--- config.mk ---
export PLATFORM = sky130hd
export DESIGN_NAME = arith_uart_rx
export DESIGN_NICKNAME = d
export VERILOG_FILES = /design/src/rtl/arith_uart_rx.sv
export SDC_FILE = /design/constraint.sdc
export NUM_CORES = 1
export LEC_CHECK = 0
export ABC_AREA = 1
export BUFFER_PORTS_ARGS = -buffer_cell sky130_fd_sc_hd__buf_2
export CORE_MARGIN = 2
export CORE_UTILIZATION = 54
export DETAILED_ROUTE_END_ITERATION = 12
export HOLD_SLACK_MARGIN = 0.05
export PLACE_DENSITY = 0.73
export SYNTH_ARGS = -nofsm -noshare
export SYNTH_HDL_FRONTEND = slang
export SYNTH_SLANG_ARGS = --single-unit
export TNS_END_PERCENT = 50
--- constraint.sdc ---
create_clock -name clk -period 2 [get_ports clk]
set_clock_uncertainty 0.1 [all_clocks]
set_input_delay 0.4 -clock clk [delete_from_list [all_inputs] [get_ports clk]]
set_output_delay 0.4 -clock clk [all_outputs]
set_load 0.1 [all_outputs]
--- src/rtl/arith_uart_rx.sv ---
// -----------------------------------------------------------------------------
// arith_uart_rx
//
// Serial receive front end for the 8-bit add/subtract datapath. Deserializes
// UART frames (8N1, or 8E1 when RX_PARITY_EN is defined) and pairs
// consecutive good bytes into a 16-bit operand word shaped like the switch bus.
//
// Compile-time option:
//   RX_PARITY_EN  defined   -> start + 8 data + even parity + stop (11 bits)
//                 undefined -> 8N1 (10 bits), parity_err held 0
//
// Ports:
//   clk         system clock, all state on the rising edge
//   rst_n       asynchronous active-low reset
//   rx_in       raw serial line, idle high
//   operands    [7:0] = first byte (A), [15:8] = second byte (B)
//   op_valid    one-cycle pulse when operands updates
//   rx_busy     high from the accepted start edge to the stop-bit sample
//   frame_err   one-cycle pulse on a bad stop bit
//   parity_err  one-cycle pulse on a parity mismatch
// -----------------------------------------------------------------------------
module arith_uart_rx #(
  parameter int CLK_FREQUENCY = 100_000_000,
  parameter int BAUD_RATE     = 19_200
) (
  input  logic        clk,
  input  logic        rst_n,
  input  logic        rx_in,
  output logic [15:0] operands,
  output logic        op_valid,
  output logic        rx_busy,
  output logic        frame_err,
  output logic        parity_err
);

  localparam int BAUD_DIV = CLK_FREQUENCY / BAUD_RATE;
  localparam int CNT_W    = $clog2(BAUD_DIV);
  // Terminal counts: half a bit to reach the start-bit centre, a full bit
  // between all later samples.
  localparam logic [CNT_W-1:0] HALF_LAST = CNT_W'(BAUD_DIV / 2 - 1);
  localparam logic [CNT_W-1:0] FULL_LAST = CNT_W'(BAUD_DIV - 1);

  typedef enum logic [2:0] {
    IDLE,
    START,
    DATA,
`ifdef RX_PARITY_EN
    PARITY,
`endif
    STOP
  } state_t;

  state_t           state_reg;
  logic [1:0]       sync_reg;
  logic             rx_prev_reg;
  logic [CNT_W-1:0] cnt_reg;
  logic [2:0]       bit_cnt_reg;
  logic [7:0]       shift_reg;
  logic [7:0]       a_hold_reg;
  logic             pair_second_reg;
  logic             rx_s;

`ifdef RX_PARITY_EN
  logic             par_bad_reg;
  logic             parity_err_reg;
  assign parity_err = parity_err_reg;
`else
  assign parity_err = 1'b0;
`endif

  assign rx_s = sync_reg[1];

  // Two-flop synchronizer plus a delayed copy for falling-edge detection.
  // All three idle high so reset exit never looks like a start edge.
  always_ff @(posedge clk or negedge rst_n) begin
    if (!rst_n) begin
      sync_reg    <= 2'b11;
      rx_prev_reg <= 1'b1;
    end else begin
      sync_reg    <= {sync_reg[0], rx_in};
      rx_prev_reg <= rx_s;
    end
  end

  always_ff @(posedge clk or negedge rst_n) begin
    if (!rst_n) begin
      state_reg       <= IDLE;
      cnt_reg         <= '0;
      bit_cnt_reg     <= '0;
      shift_reg       <= '0;
      a_hold_reg      <= '0;
      pair_second_reg <= 1'b0;
      operands        <= '0;
      op_valid        <= 1'b0;
      rx_busy         <= 1'b0;
      frame_err       <= 1'b0;
`ifdef RX_PARITY_EN
      par_bad_reg     <= 1'b0;
      parity_err_reg  <= 1'b0;
`endif
    end else begin
      // Status strobes are single-cycle by default.
      op_valid  <= 1'b0;
      frame_err <= 1'b0;
`ifdef RX_PARITY_EN
      parity_err_reg <= 1'b0;
`endif
      case (state_reg)
        IDLE: begin
          // Only a true 1->0 transition starts a frame; a line that stays
          // low after a bad stop bit cannot retrigger.
          if (rx_prev_reg && !rx_s) begin
            state_reg <= START;
            cnt_reg   <= '0;
            rx_busy   <= 1'b1;
          end
        end

        START: begin
          if (cnt_reg == HALF_LAST) begin
            cnt_reg <= '0;
            if (!rx_s) begin
              state_reg   <= DATA;
              bit_cnt_reg <= '0;
            end else begin
              // Start bit vanished by its centre: treat as noise.
              state_reg <= IDLE;
              rx_busy   <= 1'b0;
            end
          end else begin
            cnt_reg <= cnt_reg + CNT_W'(1);
          end
        end

        DATA: begin
          if (cnt_reg == FULL_LAST) begin
            cnt_reg   <= '0;
            shift_reg <= {rx_s, shift_reg[7:1]};  // LSB arrives first
            if (bit_cnt_reg == 3'd7) begin
`ifdef RX_PARITY_EN
              state_reg <= PARITY;
`else
              state_reg <= STOP;
`endif
            end else begin
              bit_cnt_reg <= bit_cnt_reg + 3'd1;
            end
          end else begin
            cnt_reg <= cnt_reg + CNT_W'(1);
          end
        end

`ifdef RX_PARITY_EN
        PARITY: begin
          if (cnt_reg == FULL_LAST) begin
            cnt_reg     <= '0;
            par_bad_reg <= (rx_s != ^shift_reg);  // even parity over data
            state_reg   <= STOP;
          end else begin
            cnt_reg <= cnt_reg + CNT_W'(1);
          end
        end
`endif

        STOP: begin
          if (cnt_reg == FULL_LAST) begin
            cnt_reg   <= '0;
            state_reg <= IDLE;
            rx_busy   <= 1'b0;
            if (!rx_s) begin
              // Framing error wins over parity; either way the pairing restarts.
              frame_err       <= 1'b1;
              pair_second_reg <= 1'b0;
            end
`ifdef RX_PARITY_EN
            else if (par_bad_reg) begin
              parity_err_reg  <= 1'b1;
              pair_second_reg <= 1'b0;
            end
`endif
            else if (!pair_second_reg) begin
              a_hold_reg      <= shift_reg;
              pair_second_reg <= 1'b1;
            end else begin
              operands        <= {shift_reg, a_hold_reg};
              op_valid        <= 1'b1;
              pair_second_reg <= 1'b0;
            end
          end else begin
            cnt_reg <= cnt_reg + CNT_W'(1);
          end
        end

        default: begin
          state_reg <= IDLE;
          rx_busy   <= 1'b0;
        end
      endcase
    end
  end

endmodule

==> parameters.txt <==
Parameter                              Value

Clock network
  Clock slew at the register clock pins of the worst setup and hold paths ... ~0.060 ns
  CTS buffer count ... 9
  TritonCTS clock tree ... yes
  Master cell of the clock root buffer ... sky130_fd_sc_hd__clkbuf_8
  Number of buffers on the longest clock path ... 2
  Worst skew pair latency ... 0.33 ns
  H-tree depth ... 3
  Total number of clock tree sinks ... between 50 and 60

Place
  Routability congestion estimate ... 0.901
  Post-DP HPWL ... 3700 µm
  Post-place instance area ... 2890 µm²
  Port Buffers ... 21

Worst setup path
  Class of the most critical setup path ... flop to flop
  Critical Path Sink Type ... flop
  Worst r2r src ... cnt_reg[1]
  Worst path slowest cell ... sky130_fd_sc_hd__dfrtp_1
  Reg2reg end ... operands[15]
  CP cell instances ... ha_1 -> nand2_2 -> nor2_2 -> nand3_4 -> nor2_8 -> nand2_8 -> nand2_1 -> o21ai_2
  Maximum fanout encountered on the critical timing path ... 26
  Signal arrival time at the worst endpoint ... roughly 1.9 ns
  Number of buffer and inverter stages on the critical path ... 0
  Depth of the worst register-to-register path ... 8
  Timing startpoint of the critical path ... cnt_reg[1]
  Cell type group with the largest total delay on the critical path ... simple AND/OR/NAND/NOR gates
  Kind of launch point of the worst setup path ... flop
  Data required time of the worst path ... 2.12 ns
  Crit path largest cell delay ... 0.37 ns
  Worst reg-to-reg setup slack ... approximately 0.21 ns

Global routing
  Pin count of the biggest net entering global routing ... 40
  Wire length of the first global-routing pass ... 9190 µm
  Number of antenna violations at the first check in global routing ... 0
  All-Layer GR Usage ... 0.221
  Vias in the first global route ... 2061
  Residual overflow from global routing ... 0

Logic synthesis
  Sequential share of the synthesized area ... 0.522
  YS warnings ... 0
  Mean instance size in the synthesized netlist ... 8.51 µm²
  Synth Cell Area ... 2740 µm²
  Synthesized net count ... 328
  Cell count after synthesis ... 322
  Distinct cell type count of the synthesized netlist ... 24
  FF+latch count, synth ... 57

Layout
  Share of final-layout standard cells stronger than drive strength 1 ... 0.230
  Total area of multi-input combinational cells ... 1100 µm²
  Number of flip-flops under the largest register name ... 16
  Most common library cell in the layout ignoring fill and taps ... sky130_fd_sc_hd__nand2_1
  Final nets ... 358
  Area delta synth->final ... 14.4%
  Number of antenna cells inserted ... 0
  Cell area after layout ... 3140 µm²
  Leading cell types in the layout, fill and taps excluded ... 108 x sky130_fd_sc_hd__nand2_1, 54 x sky130_fd_sc_hd__dfrtp_1, 34 x sky130_fd_sc_hd__inv_1, 21 x sky130_fd_sc_hd__buf_2, 19 x sky130_fd_sc_hd__nand3_1
  Sequential standard cell area ... 1430 µm²
  Fillers ... 434

Worst hold path
  End point of the most critical hold path ... sync_reg[1]
  Start point of the worst min-delay path ... sync_reg[0]
  Path class of the lowest-slack min-delay path ... flop to flop
  Number of instances on the worst hold path ... 0

Timing
  Max Slew Vio Count ... 0
  Final number of hold-violating endpoints ... 0
  Tmin final ... 1.79 ns
  Endpoints failing setup ... 0
  TNS Setup ... 0 ns
  Setup repair after global routing missed its margin ... no
  Fraction of the cycle the final worst path needs ... 0.895
  Maximum operating frequency ... 0.559 GHz

Drt
  Remaining design rule violation count ... 0
  Router iterations before antenna repair ... 4
  Total number of vias ... 2098
  First-iteration detailed-routing DRC count ... between 100 and 150
  Wirelength per Cell ... 12.3 µm
  Final WL ... 5210 µm
  Antenna Violating Nets Remaining ... 0
  Mean number of vias per cell ... 4.95

Power and ir drop
  Leak pwr ... 0.00163 µW
  Total Power Consumption ... 3040 µW
  Power density over the cells ... 970 nW/µm²
  Worst voltage drop across the vdd grid ... 0.000540 V

Status
  Run status ... finished, final reports clean

Floorplan
  Area of the core region ... 4820 µm²
  Overall die area ... 5660 µm²
  Effective utilization at floorplan ... 0.569
  Die Span Y ... between 70 and 80 µm
  Horizontal die dimension ... 75.3 µm
  Number of cell rows ... 25
  Top-Level Pins ... 23

Flow run
  Count of max-cap constraint violations ... 0
## through the flow
step           hold WS, ns   util  setup WS (ns)  std cells
2_1_floorplan      0.00441      -          0.347        322
3_3_place_gp         0.247  0.601          0.193        406
3_5_place_dp         0.247  0.601          0.133        406
4_1_cts             0.0528  0.646          0.122        423
5_1_grt              0.263  0.651         0.0949        424
6_report             0.257  0.651          0.210        424
## timing repair
| item | 4_1_cts | 5_1_grt |
|---|---|---|
| endpoints found under the hold margin | 18 | 1 |
| resized for setup | 0 | 2 |
| hold buffers | 1 | 1 |
| endpoints found under the setup margin | 0 | 7 |
| buffers inserted | 0 | 0 |
## power breakdown
| part | internal (µW) | leakage, µW | total, µW | switching (µW) |
|---|---|---|---|---|
| combinational | 164 | 0.000750 | 609 | 445 |
| clock | 694 | 0.000106 | 1150 | 453 |
| sequential | 1220 | 0.000777 | 1290 | 60.4 |
## kinds of logic (layout without fill, tap and decap cells)
logic type / after synthesis / after routing / share of synthesized area
simple gates: 173 / 173 / 0.282
flops: 57 / 57 / 0.522
buf+inv: 47 / 82 / 0.0794
compound gates: 39 / 39 / 0.0958
fa+ha+maj: 3 / 3 / 0.0137
xor+xnor: 2 / 2 / 0.00639
other cells: 1 / 1 / 0.00137
## how the worst max path moves through the flow
stage          slack, ns           end  depth (start not counted)
3_5_place_dp        0.13  operands[15]                          8
3_3_place_gp        0.19   cnt_reg[12]                          8
4_1_cts             0.12  operands[15]                          8
5_1_grt             0.09  operands[15]                          8
6_report            0.21  operands[15]                          8
2_1_floorplan       0.35  operands[10]                          9
## cells in the mapped netlist
master / n / share of area
sky130_fd_sc_hd__nand3_4: 1 / 0.0064
sky130_fd_sc_hd__nand4_1: 8 / 0.018
sky130_fd_sc_hd__inv_1: 34 / 0.047
sky130_fd_sc_hd__nor2_8: 1 / 0.0073
sky130_fd_sc_hd__a21oi_1: 1 / 0.0018
sky130_fd_sc_hd__xor2_1: 2 / 0.0064
sky130_fd_sc_hd__buf_4: 1 / 0.0027
sky130_fd_sc_hd__o21ai_2: 18 / 0.058
sky130_fd_sc_hd__o21ai_1: 3 / 0.0055
sky130_fd_sc_hd__nor2_2: 3 / 0.0068
sky130_fd_sc_hd__or2_2: 1 / 0.0023
sky130_fd_sc_hd__nor3_1: 5 / 0.0091
sky130_fd_sc_hd__o21ai_0: 17 / 0.031
sky130_fd_sc_hd__nor2_1: 17 / 0.023
sky130_fd_sc_hd__inv_2: 7 / 0.0096
sky130_fd_sc_hd__buf_6: 5 / 0.021
sky130_fd_sc_hd__conb_1: 1 / 0.0014
sky130_fd_sc_hd__nand2_2: 7 / 0.016
sky130_fd_sc_hd__nand3_1: 19 / 0.035
sky130_fd_sc_hd__dfrtp_1: 54 / 0.49
sky130_fd_sc_hd__nand2_4: 2 / 0.0082
sky130_fd_sc_hd__nand2_1: 109 / 0.15
sky130_fd_sc_hd__ha_1: 3 / 0.014
sky130_fd_sc_hd__dfstp_2: 3 / 0.029
## area by class of cell
cell class / instances / share of cell area
repair buffers: 25 / 0.0487
clock buffers: 10 / 0.0407
flip-flops and latches: 57 / 0.456
well taps: 67 / 0.0267
multi-input cells: 218 / 0.352
clock inverters: 6 / 0.0263
inverters: 41 / 0.0491
## layer usage
layer	global-route usage	vias up	part of all wire
met5	0	-	0
met4	0.0936	0	0.022
met3	0.0683	15	0.055
met2	0.346	55	0.46
met1	0.288	958	0.46
li1	-	1070	-
(Power assumes the default switching activity.)
